$ cat src/rtl/uc_pkg.sv
// Shared types and constants for the unit-clause arbiter engine port.
`ifndef LIT_IDX_MAX
`define LIT_IDX_MAX 127
`endif
`ifndef NUM_ENGINE
`define NUM_ENGINE 3
`endif

package uc_pkg;
    localparam int UC_LIT_W   = $clog2(`LIT_IDX_MAX) + 1;
    localparam int UC_NUM_ENG = `NUM_ENGINE;

    typedef logic signed [UC_LIT_W-1:0] lit_t;

    typedef enum logic [1:0] {
        P_IDLE,
        P_SEL,
        P_HALT
    } port_state_t;

    localparam lit_t LIT_NULL = '0;
endpackage

$ cat src/rtl/uc_eng_port_if.sv
// Arbiter-facing and core-facing signals of one engine port.
interface uc_eng_port_if
    import uc_pkg::*;
#(
    parameter int LIT_W   = UC_LIT_W,
    parameter int NUM_ENG = UC_NUM_ENG
);
    logic [LIT_W-1:0]   uca2eng;
    logic               uca2eng_push;
    logic               eng2uca_full;
    logic [NUM_ENG-1:0] engmask;
    logic               input_mode;
    logic               conflict;
    logic [LIT_W-1:0]   eng2uca;
    logic               eng2uca_empty;
    logic               eng2uca_req;
    logic               eng2uca_grant;
    logic [LIT_W-1:0]   uc_lit;
    logic               uc_valid;
    logic               uc_pop;
    logic [LIT_W-1:0]   imp_lit;
    logic               imp_valid;
    logic               imp_ready;
    logic               overflow;
    logic               halted;

    // master: arbiter plus engine core; slave: the port itself
    modport master (
        output uca2eng, uca2eng_push, engmask, input_mode, conflict,
               eng2uca_grant, uc_pop, imp_lit, imp_valid,
        input  eng2uca_full, eng2uca, eng2uca_empty, eng2uca_req,
               uc_lit, uc_valid, imp_ready, overflow, halted
    );

    modport slave (
        input  uca2eng, uca2eng_push, engmask, input_mode, conflict,
               eng2uca_grant, uc_pop, imp_lit, imp_valid,
        output eng2uca_full, eng2uca, eng2uca_empty, eng2uca_req,
               uc_lit, uc_valid, imp_ready, overflow, halted
    );
endinterface

$ cat src/rtl/uc_sync_fifo.sv
// First-word-fall-through synchronous FIFO with flush; DEPTH must be a power of 2.
module uc_sync_fifo #(
    parameter int DEPTH = 8,
    parameter int WIDTH = 8
) (
    input  logic                   clk,
    input  logic                   rst,
    input  logic                   push,
    input  logic [WIDTH-1:0]       din,
    input  logic                   pop,
    input  logic                   flush,
    output logic [WIDTH-1:0]       dout,
    output logic                   full,
    output logic                   empty,
    output logic [$clog2(DEPTH):0] count
);
    localparam int AW = $clog2(DEPTH);
    localparam int CW = AW + 1;

    logic [WIDTH-1:0] mem_q [DEPTH];
    logic [AW-1:0]    rd_ptr_q, rd_ptr_d;
    logic [AW-1:0]    wr_ptr_q, wr_ptr_d;
    logic [CW-1:0]    count_q, count_d;
    logic             do_rd, do_wr;

    assign empty = (count_q == '0);
    assign full  = (count_q == CW'(DEPTH));
    assign count = count_q;
    assign dout  = empty ? '0 : mem_q[rd_ptr_q];

    // a pop frees the slot the same-cycle push lands in
    assign do_rd = pop & ~empty;
    assign do_wr = push & (~full | do_rd);

    always_comb begin
        rd_ptr_d = rd_ptr_q;
        wr_ptr_d = wr_ptr_q;
        count_d  = count_q;
        if (flush) begin
            rd_ptr_d = '0;
            wr_ptr_d = '0;
            count_d  = '0;
        end else begin
            if (do_wr) wr_ptr_d = wr_ptr_q + 1'b1;
            if (do_rd) rd_ptr_d = rd_ptr_q + 1'b1;
            count_d = count_q + CW'(do_wr) - CW'(do_rd);
        end
    end

    always_ff @(posedge clk or posedge rst) begin
        if (rst) begin
            rd_ptr_q <= '0;
            wr_ptr_q <= '0;
            count_q  <= '0;
        end else begin
            rd_ptr_q <= rd_ptr_d;
            wr_ptr_q <= wr_ptr_d;
            count_q  <= count_d;
        end
    end

    always_ff @(posedge clk) begin
        if (do_wr) mem_q[wr_ptr_q] <= din;
    end
endmodule

$ cat src/rtl/uc_eng_port.sv
// Per-engine endpoint of the unit-clause arbiter: inbound broadcast FIFO,
// outbound implied-literal FIFO with dedup, mask-poll / PQ return, conflict halt.
//   state  | meaning
//   P_IDLE | waiting for this engine's mask bit (or in PQ mode)
//   P_SEL  | head already popped for the current mask assertion
//   P_HALT | conflict seen; everything flushed, absorbing until reset
module uc_eng_port
    import uc_pkg::*;
#(
    parameter int ENG_ID    = 0,
    parameter int IN_DEPTH  = 8,
    parameter int OUT_DEPTH = 8,
    parameter int LIT_W     = UC_LIT_W
) (
    input  logic         clk,
    input  logic         rst,
    uc_eng_port_if.slave bus
);
    localparam int IN_CW = $clog2(IN_DEPTH) + 1;

    port_state_t state_q, state_d;
    logic [LIT_W-1:0] last_q, last_d;
    logic             overflow_q, overflow_d;

    logic             halt, sel;
    logic             in_push, in_pop, in_full, in_empty, in_full_fifo;
    logic [LIT_W-1:0] in_dout;
    logic [IN_CW-1:0] in_count;
    logic             out_push, out_pop, out_full, out_empty;
    logic [LIT_W-1:0] out_dout;
    logic [$clog2(OUT_DEPTH):0] out_count;
    logic             imp_ready;
    logic             unused_ok;

    assign halt = (state_q == P_HALT);
    assign sel  = bus.engmask[ENG_ID];

    assign in_full  = (in_count == IN_CW'(IN_DEPTH));
    assign in_push  = bus.uca2eng_push & ~halt & (bus.uca2eng != LIT_W'(LIT_NULL));
    assign in_pop   = bus.uc_pop & ~halt;

    assign imp_ready = ~halt & (~out_full | out_pop);
    assign out_push  = bus.imp_valid & imp_ready
                     & (bus.imp_lit != LIT_W'(LIT_NULL)) & (bus.imp_lit != last_q);

    assign unused_ok = ^{in_full_fifo, out_count};

    uc_sync_fifo #(.DEPTH(IN_DEPTH), .WIDTH(LIT_W)) u_in_fifo (
        .clk   (clk),
        .rst   (rst),
        .push  (in_push),
        .din   (bus.uca2eng),
        .pop   (in_pop),
        .flush (bus.conflict),
        .dout  (in_dout),
        .full  (in_full_fifo),
        .empty (in_empty),
        .count (in_count)
    );

    uc_sync_fifo #(.DEPTH(OUT_DEPTH), .WIDTH(LIT_W)) u_out_fifo (
        .clk   (clk),
        .rst   (rst),
        .push  (out_push),
        .din   (bus.imp_lit),
        .pop   (out_pop),
        .flush (bus.conflict),
        .dout  (out_dout),
        .full  (out_full),
        .empty (out_empty),
        .count (out_count)
    );

    always_comb begin
        state_d = state_q;
        out_pop = 1'b0;
        case (state_q)
            P_IDLE: begin
                // the arbiter samples eng2uca in the cycle sel rises
                if (!bus.input_mode && sel) begin
                    out_pop = ~out_empty;
                    state_d = P_SEL;
                end
            end
            P_SEL: begin
                if (bus.input_mode || !sel) state_d = P_IDLE;
            end
            P_HALT: state_d = P_HALT;
            default: state_d = P_IDLE;
        endcase
        if (bus.input_mode && !halt) out_pop = bus.eng2uca_grant & ~out_empty;
        if (bus.conflict) state_d = P_HALT;
    end

    always_comb begin
        last_d     = last_q;
        overflow_d = overflow_q;
        if (bus.conflict) begin
            last_d = '0;
        end else begin
            if (out_push) last_d = bus.imp_lit;
            if (in_push && in_full && !(bus.uc_pop && !in_empty)) overflow_d = 1'b1;
        end
    end

    always_ff @(posedge clk or posedge rst) begin
        if (rst) begin
            state_q    <= P_IDLE;
            last_q     <= '0;
            overflow_q <= 1'b0;
        end else begin
            state_q    <= state_d;
            last_q     <= last_d;
            overflow_q <= overflow_d;
        end
    end

    assign bus.eng2uca_full  = halt | in_full;
    assign bus.uc_lit        = in_dout;
    assign bus.uc_valid      = ~in_empty & ~halt;
    assign bus.eng2uca       = (bus.input_mode | sel) ? out_dout : '0;
    assign bus.eng2uca_empty = out_empty | halt;
    assign bus.eng2uca_req   = bus.input_mode & ~out_empty & ~halt;
    assign bus.imp_ready     = imp_ready;
    assign bus.overflow      = overflow_q;
    assign bus.halted        = halt;
endmodule

$ cat src/flat_wrapper.sv
// flat-port wrapper written by rule: the top's interface ports become plain ports
module uc_eng_port_flat import uc_pkg::*;
#(
    parameter int ENG_ID    = 0,
    parameter int IN_DEPTH  = 8,
    parameter int OUT_DEPTH = 8,
    parameter int LIT_W     = UC_LIT_W
)
  (clk, rst, bus_uca2eng, bus_uca2eng_push, bus_engmask, bus_input_mode, bus_conflict, bus_eng2uca_grant, bus_uc_pop, bus_imp_lit, bus_imp_valid, bus_eng2uca_full, bus_eng2uca, bus_eng2uca_empty, bus_eng2uca_req, bus_uc_lit, bus_uc_valid, bus_imp_ready, bus_overflow, bus_halted);
  uc_eng_port_if #(.LIT_W(LIT_W), .NUM_ENG((UC_NUM_ENG))) bus_i ();
  input  logic clk;
  input  logic rst;
  input wire logic [$bits(bus_i.uca2eng)-1:0] bus_uca2eng;
  input wire logic [$bits(bus_i.uca2eng_push)-1:0] bus_uca2eng_push;
  input wire logic [$bits(bus_i.engmask)-1:0] bus_engmask;
  input wire logic [$bits(bus_i.input_mode)-1:0] bus_input_mode;
  input wire logic [$bits(bus_i.conflict)-1:0] bus_conflict;
  input wire logic [$bits(bus_i.eng2uca_grant)-1:0] bus_eng2uca_grant;
  input wire logic [$bits(bus_i.uc_pop)-1:0] bus_uc_pop;
  input wire logic [$bits(bus_i.imp_lit)-1:0] bus_imp_lit;
  input wire logic [$bits(bus_i.imp_valid)-1:0] bus_imp_valid;
  output wire logic [$bits(bus_i.eng2uca_full)-1:0] bus_eng2uca_full;
  output wire logic [$bits(bus_i.eng2uca)-1:0] bus_eng2uca;
  output wire logic [$bits(bus_i.eng2uca_empty)-1:0] bus_eng2uca_empty;
  output wire logic [$bits(bus_i.eng2uca_req)-1:0] bus_eng2uca_req;
  output wire logic [$bits(bus_i.uc_lit)-1:0] bus_uc_lit;
  output wire logic [$bits(bus_i.uc_valid)-1:0] bus_uc_valid;
  output wire logic [$bits(bus_i.imp_ready)-1:0] bus_imp_ready;
  output wire logic [$bits(bus_i.overflow)-1:0] bus_overflow;
  output wire logic [$bits(bus_i.halted)-1:0] bus_halted;
  assign bus_i.uca2eng = bus_uca2eng;
  assign bus_i.uca2eng_push = bus_uca2eng_push;
  assign bus_i.engmask = bus_engmask;
  assign bus_i.input_mode = bus_input_mode;
  assign bus_i.conflict = bus_conflict;
  assign bus_i.eng2uca_grant = bus_eng2uca_grant;
  assign bus_i.uc_pop = bus_uc_pop;
  assign bus_i.imp_lit = bus_imp_lit;
  assign bus_i.imp_valid = bus_imp_valid;
  assign bus_eng2uca_full = bus_i.eng2uca_full;
  assign bus_eng2uca = bus_i.eng2uca;
  assign bus_eng2uca_empty = bus_i.eng2uca_empty;
  assign bus_eng2uca_req = bus_i.eng2uca_req;
  assign bus_uc_lit = bus_i.uc_lit;
  assign bus_uc_valid = bus_i.uc_valid;
  assign bus_imp_ready = bus_i.imp_ready;
  assign bus_overflow = bus_i.overflow;
  assign bus_halted = bus_i.halted;
  uc_eng_port #(.ENG_ID(ENG_ID), .IN_DEPTH(IN_DEPTH), .OUT_DEPTH(OUT_DEPTH), .LIT_W(LIT_W)) u_core (.clk(clk), .rst(rst), .bus(bus_i));
endmodule
$ cat config.mk
export PLATFORM = sky130hd
export DESIGN_NAME = uc_eng_port_flat
export DESIGN_NICKNAME = d
export VERILOG_FILES = /design/src/rtl/uc_pkg.sv /design/src/rtl/uc_eng_port_if.sv /design/src/rtl/uc_sync_fifo.sv /design/src/rtl/uc_eng_port.sv /design/src/flat_wrapper.sv
export SDC_FILE = /design/constraint.sdc
export NUM_CORES = 1
export LEC_CHECK = 0
export CORE_AREA = 4 4 117 119
export DETAILED_ROUTE_END_ITERATION = 12
export DIE_AREA = 0 0 121 123
export PLACE_DENSITY = 0.74
export SYNTH_ARGS = -nofsm -noshare
export SYNTH_HDL_FRONTEND = slang
export SYNTH_SLANG_ARGS = --single-unit
export TNS_END_PERCENT = 10
$ cat constraint.sdc
create_clock -name clk -period 3.8 [get_ports clk]
set_input_delay 0.76 -clock clk [delete_from_list [all_inputs] [get_ports clk]]
set_output_delay 0.76 -clock clk [all_outputs]
set_load 0.05 [all_outputs]
==> impl_metrics.py, run 1 <==
metrics = {
    "outcome": {
        "status": "complete, no violations",
    },
    "sta": {
        "fmax_ghz": 0.298,
        "final-max-slew-violation-count": 0,
        "worst_pin_slew_ns": 1.07,
        "fin_crit_ns": 3.35,
        "final.setup_skew_ns": 0.00416,
        "final.period_utilization": 0.882,
        "setup_tns_ns": 0,
        "hold_viol_final": 0,
        "setup_viol": 0,
        "rsz0062_at_grt": "no",
        "max_slew_margin": 0.278,
    },
    "synthesis": {
        "synth_top_area_frac": 0.563,
        "synthMostInstantiatedCell": "edfxtp_1",
        "synth_common_cells": "edfxtp_1, nor2_1, mux4_2, dfrtp_1, mux2i_1",
        "synth_top_area_cell": "edfxtp_1",
        "synthArstFlopShare": 0.195,
        "syn_inst": 419,
        "synth_seq_cells": 159,
        "syn_area_per_cell_um2": 16.3,
        "synth_cell_types": 49,
        "synth_seq_area_share": 0.676,
        "synth_fp_nets": 463,
        "synth.cell_area_mm2": 0.00683,
        "yosys_warnings": 0,
        "synthTopCellsByArea": "edfxtp_1, dfrtp_1, mux4_2",
        "synth_edf_count": 128,
        "ys.flop_type": "edfxtp_1",
    },
    "power_and_ir_drop": {
        "vdd_drop_max_mv": 0.409,
        "p_seq_frac": 0.525,
        "p_int_mw": 2.87,
        "power.share.clock": 0.452,
        "power_switching_uw": 711,
        "switching_share": 0.198,
        "powerDensity_mw_per_mm2": 437,
        "p_leak_nw": 2.80,
        "power_frac_comb": 0.022,
    },
    "setup_path": {
        "r2r_setup_slack_ns": 1.06,
        "start_kind": "flip-flop",
        "r2r-end": "u_core.u_out_fifo.count[2]",
        "critical_path_class": "reg -> out",
        "r2r_start": "u_core.state_q[1]",
        "cp.required_ns": 3.04,
        "crit_path_start": "u_core.u_in_fifo.rd_ptr_q[0]",
        "end_kind": "output pin",
        "reg2reg_depth": 11,
        "critical_path.max_fanout": 18,
        "cp.arrival_ns": 2.59,
    },
    "grt": {
        "antenna_found_initial": 0,
        "grt_usage": 0.194,
        "first_global_vias": 4012,
        "grt_max_degree": 32,
        "grt_pass1_wl_um": 21200,
        "gr-total-overflow": 0,
    },
    "final_layout": {
        "design_area_mm2": 0.00820,
        "drive_gt1_frac": 0.217,
        "antenna-diode-count": 0,
        "nets": 539,
        "syn_to_final_growth_pct": 20.1,
    },
    "die": {
        "rows": 41,
        "io_pins": 50,
        "die_x_um": 121,
        "core_mm2": 0.0126,
        "start_util": 0.543,
        "dieArea_mm2": 0.0149,
        "die_h_um": 123,
    },
    "clock_network": {
        "numCtsBuffers": 17,
        "hold_buffers": 0,
        "cts_root_buf": "clkbuf_16",
        "cts_buffer_depth": 2,
        "clk_pin_slew_ns": 0.06,
        "cts_setup_buffers": 0,
        "clock_sinks": 159,
        "ctsResizeCount": 0,
        "cts_tree": "built",
        "insertion_delay_ns": 0.42,
        "htree_levels": 4,
    },
    "placement": {
        "gp_congestion": 0.750,
        "place_area_mm2": 0.00763,
        "port-buffer-count": 47,
        "hpwl_um": 8600,
    },
    "route": {
        "drt_wl_total_um": 13200,
        "wl_per_cell_um": 19.3,
        "drt_iter0_drc": 305,
        "drc_errors": 0,
        "dr.pass1.iters": 4,
        "via_count": 3766,
        "avgViaCountPerCell": 5.54,
        "ant_nets": 0,
    },
    "worst_hold_path": {
        "min_to": "u_core.bus.overflow",
        "hold_depth": 2,
        "worstHoldStart": "u_core.bus.overflow",
        "hold_path.class": "reg -> reg",
    },
    "job": {
        "maxCapViolCount": 0,
    },
}
worst max-delay path by stage:
stage | end | slack, ns | cells after the start
floorplan | u_core.u_out_fifo.count[2] | 0.83 | 11
global placement | u_core.u_out_fifo.count[2] | 0.23 | 12
detailed placement | u_core.u_out_fifo.count[2] | 0.19 | 12
CTS | bus_uc_lit[0] | 0.40 | 5
global route | bus_uc_lit[0] | 0.30 | 5
finish | bus_uc_lit[0] | 0.45 | 5
final cells by class:
cell class / count / area [µm²]
tap: 172 / 215
clock inverter: 15 / 148
fill: 878 / 4360
timing repair buffer: 75 / 671
sequential: 159 / 4620
clock buffer: 17 / 425
multi-input combinational: 223 / 2050
inverter: 19 / 72.6
state kept, by name (all words and copies together) (netlist names):
signal / flops
u_core.u_out_fifo.count: 4
u_core.u_in_fifo.count: 4
u_core.state_q: 2
u_core.u_in_fifo.rd_ptr_q: 3
u_core.u_out_fifo.mem_q: 64
u_core.u_in_fifo.wr_ptr_q: 3
u_core.bus.overflow: 1
u_core.last_q: 8
u_core.u_in_fifo.mem_q: 64
u_core.u_out_fifo.wr_ptr_q: 3
u_core.u_out_fifo.rd_ptr_q: 3
worst max-delay path, cell delays in order, from the launching register on:
cell and delay, ns:
dfrtp_1 0.33, buf_4 0.34, mux4_2 0.57, mux2i_1 0.16, nor2_1 0.07, clkdlybuf4s50_1 0.71
cell usage in the layout, fill, tap and decap left out, types with 5 or more instances in the layout:
master,n
edfxtp_1,128
mux4_2,32
nand2_1,13
nand3_1,11
xnor2_1,13
clkinvlp_4,6
mux2i_1,18
a21oi_1,14
xor2_1,5
nor2b_1,5
inv_1,16
o21ai_1,11
dfrtp_1,31
nor2_1,42
ha_1,15
buf_4,36
clkbuf_16,17
clkdlybuf4s50_1,38
per-layer routing:
layer | share of wire | GRT usage | vias to the layer above
li1 | - | - | 1747
met1 | 0.43 | 0.258 | 1909
met2 | 0.51 | 0.321 | 100
met3 | 0.048 | 0.0435 | 10
met4 | 0.011 | 0.0666 | 0
met5 | 0 | 0 | -
metrics by stage:
stage / util / instances / worst slack [ns] / total power, mW / hold slack, ns
6_report: 0.653 / 680 / 0.449 / 3.58 / 0.495
5_1_grt: 0.653 / 680 / 0.303 / 3.71 / 0.533
4_1_cts: 0.653 / 680 / 0.396 / 3.61 / 0.505
3_5_place_dp: 0.607 / 648 / 0.186 / 2.00 / 0.483
3_3_place_gp: 0.607 / 648 / 0.228 / 2.00 / 0.464
2_1_floorplan: - / 419 / 0.830 / 1.94 / 0.515
logic make-up (layout without fill, tap and decap cells):
| logic type | after synthesis | in the layout | synth area share |
|---|---|---|---|
| fa+ha+maj | 17 | 17 | 0.0333 |
| buf+inv | 37 | 126 | 0.0236 |
| compound gates | 38 | 38 | 0.0344 |
| mux | 50 | 50 | 0.132 |
| xor+xnor | 18 | 18 | 0.0231 |
| simple gates | 100 | 100 | 0.0771 |
| flops | 159 | 159 | 0.676 |
power by group through the flow:
stage | Combinational, mW | Clock, mW | Sequential [mW]
after floorplan | 0.0212 | 0 | 1.92
after global placement | 0.0774 | 0 | 1.92
after detailed placement | 0.0806 | 0 | 1.92
final | 0.0802 | 1.62 | 1.88
after CTS | 0.0812 | 1.65 | 1.88
after global routing | 0.0872 | 1.74 | 1.88
Note: power is estimated with default switching activity, not from simulation.
==> run 2, diff against run 1 <==
- CORE_AREA: 4 4 117 119 -> 4 4 119 121
- DIE_AREA: 0 0 121 123 -> 0 0 123 125
- SYNTH_HIERARCHICAL: unset -> 1
==> impl_metrics.py, run 2 <==
metrics = {
    "outcome": {
        "status": "complete, no violations",
    },
    "final_layout": {
        "layout.cells.non_filler": 701,
        "layout_common_cells": "edfxtp_1, buf_4, clkdlybuf4s50_1",
        "antenna-diode-count": 0,
        "drive_gt1_frac": 0.242,
        "largest_registers": "u_core/u_in_fifo/mem_q x64, u_core/u_out_fifo/mem_q x64, u_core/last_q x8",
        "syn_to_final_growth_pct": 19.5,
        "nets": 556,
        "final_common_cell": "edfxtp_1",
        "final_core_util": 0.643,
    },
    "power_and_ir_drop": {
        "total_power_mw": 3.56,
        "p_leak_nw": 3.01,
        "powerDensity_mw_per_mm2": 423,
        "p_seq_frac": 0.529,
        "switching_share": 0.205,
        "power_frac_comb": 0.025,
        "power.share.clock": 0.445,
        "vdd_drop_max_mv": 0.306,
        "power_switching_uw": 729,
        "p_int_mw": 2.83,
    },
    "grt": {
        "antenna_found_initial": 0,
        "grt_pass1_wl_um": 22300,
        "grt_max_degree": 54,
        "first_global_vias": 4156,
        "gr-total-overflow": 0,
        "grt_usage": 0.193,
    },
    "sta": {
        "final-max-slew-violation-count": 0,
        "final.setup_skew_ns": 0.00643,
        "max_slew_margin": 0.443,
        "final.period_utilization": 0.965,
        "hold_ws_ns": 0.426,
        "hold_viol_final": 0,
        "fmax_ghz": 0.273,
        "fin_crit_ns": 3.67,
        "worst_pin_slew_ns": 0.835,
        "setup_tns_ns": 0,
        "rsz0062_at_grt": "no",
        "setup_viol": 0,
    },
    "clock_network": {
        "cts_tree": "built",
        "clock_sinks": 159,
        "htree_levels": 4,
        "hold_buffers": 0,
        "numCtsBuffers": 17,
        "insertion_delay_ns": 0.42,
        "clk_pin_slew_ns": 0.06,
        "cts_buffer_depth": 2,
        "cts_root_buf": "clkbuf_16",
    },
    "placement": {
        "placedCellCount": 670,
        "gp_congestion": 0.807,
        "hpwl_um": 8980,
        "port-buffer-count": 47,
    },
    "die": {
        "die_x_um": 123,
        "die_h_um": 125,
        "start_util": 0.538,
        "rows": 42,
        "io_pins": 50,
        "dieArea_mm2": 0.0154,
        "core_mm2": 0.0131,
    },
    "worst_hold_path": {
        "hold_depth": 1,
        "hold_path.class": "reg -> reg",
        "worstHoldStart": "u_core/state_q[1]",
        "min_to": "u_core/state_q[0]",
    },
    "setup_path": {
        "cp.required_ns": 3.04,
        "critical_path_class": "reg -> out",
        "critical_path.max_fanout": 8,
        "cp.arrival_ns": 2.91,
        "r2r_start": "u_core/u_out_fifo/count[2]",
        "r2r_setup_slack_ns": 0.66,
        "end_kind": "output pin",
        "reg2reg_depth": 12,
        "r2r-end": "u_core/u_out_fifo/count[3]",
        "start_kind": "flip-flop",
    },
    "job": {
        "maxCapViolCount": 0,
    },
    "route": {
        "via_count": 3924,
        "drt_wl_total_um": 13700,
        "drt_iter0_drc": 313,
        "drc_errors": 0,
        "dr.pass1.iters": 4,
        "avgViaCountPerCell": 5.60,
        "wl_per_cell_um": 19.5,
        "ant_nets": 0,
    },
    "synthesis": {
        "synth_fp_nets": 476,
        "syn_inst": 433,
        "synth.cell_area_mm2": 0.00704,
        "syn_area_per_cell_um2": 16.3,
        "yosys_warnings": 6,
    },
}
## run 2: changes by cell type in the layout (fill, tap and decap cells not counted), sizes merged, moves of 7 or more
cell and delta:
mux2i -8, nor2b +15, or2b +17, nor2 -18
a22o +16, nand2 -7
## run 2: what timing repair did
item / in CTS / in global routing
gates resized for setup: 0 / 3
setup endpoints to repair: 0 / 3
setup buffers: 0 / 0
## run 2: worst max-delay path by stage
stage / startpoint / end / slack, ns / cells after the start
2_1_floorplan: u_core/u_out_fifo/count[2] / u_core/u_out_fifo/mem_q[0][0] / 0.58 / 9
3_3_place_gp: bus_imp_lit[7] / u_core/u_out_fifo/count[3] / 0.29 / 10
3_5_place_dp: bus_imp_lit[7] / u_core/u_out_fifo/count[3] / 0.23 / 10
4_1_cts: u_core/u_in_fifo/count[2] / bus_uc_lit[6] / 0.07 / 8
5_1_grt: u_core/u_in_fifo/count[2] / bus_uc_lit[5] / 0.0005 / 8
6_report: u_core/u_in_fifo/count[2] / bus_uc_lit[5] / 0.13 / 8
## run 2: worst max-delay path: stages, from the launching register on
cell and delay, ns:
dfrtp_1 0.37, inv_1 0.11, ha_1 0.18, or3b_1 0.42
inv_1 0.23, nor2_1 0.09, buf_4 0.18, a22o_1 0.20
clkdlybuf4s50_1 0.71
## run 2: cell type report
type / count / area, µm²
Sequential cell: 159 / 4620
Timing Repair Buffer: 78 / 701
Tap cell: 176 / 220
Multi-Input combinational cell: 240 / 2250
Inverter: 17 / 63.8
Clock buffer: 17 / 425
Fill cell: 957 / 4670
Clock inverter: 14 / 135
## run 2: layer usage
| metal | wire (µm) | global-route usage | part of all wire | vias to the layer above |
|---|---|---|---|---|
| met1 | 6070 | 0.271 | 0.44 | 2007 |
| li1 | - | - | - | 1824 |
| met2 | 6880 | 0.304 | 0.50 | 77 |
| met5 | 0 | 0 | 0 | - |
| met3 | 544 | 0.0443 | 0.040 | 16 |
| met4 | 197 | 0.0625 | 0.014 | 0 |
## run 2: metrics by stage
| step | cell area, µm² | worst slack (ns) |
|---|---|---|
| floorplan | 7040 | 0.580 |
| global placement | 7850 | 0.291 |
| detailed placement | 7850 | 0.227 |
| CTS | 8410 | 0.0725 |
| global route | 8410 | 0.000513 |
| finish | 8410 | 0.133 |
## run 2: power by group through the flow
stage / sequential, mW / combinational [mW] / clock [mW]
after global placement: 1.92 / 0.0868 / 0
after floorplan: 1.92 / 0.0261 / 0
final: 1.88 / 0.0902 / 1.58
after CTS: 1.88 / 0.0917 / 1.62
after detailed placement: 1.92 / 0.0912 / 0
after global routing: 1.88 / 0.0998 / 1.71
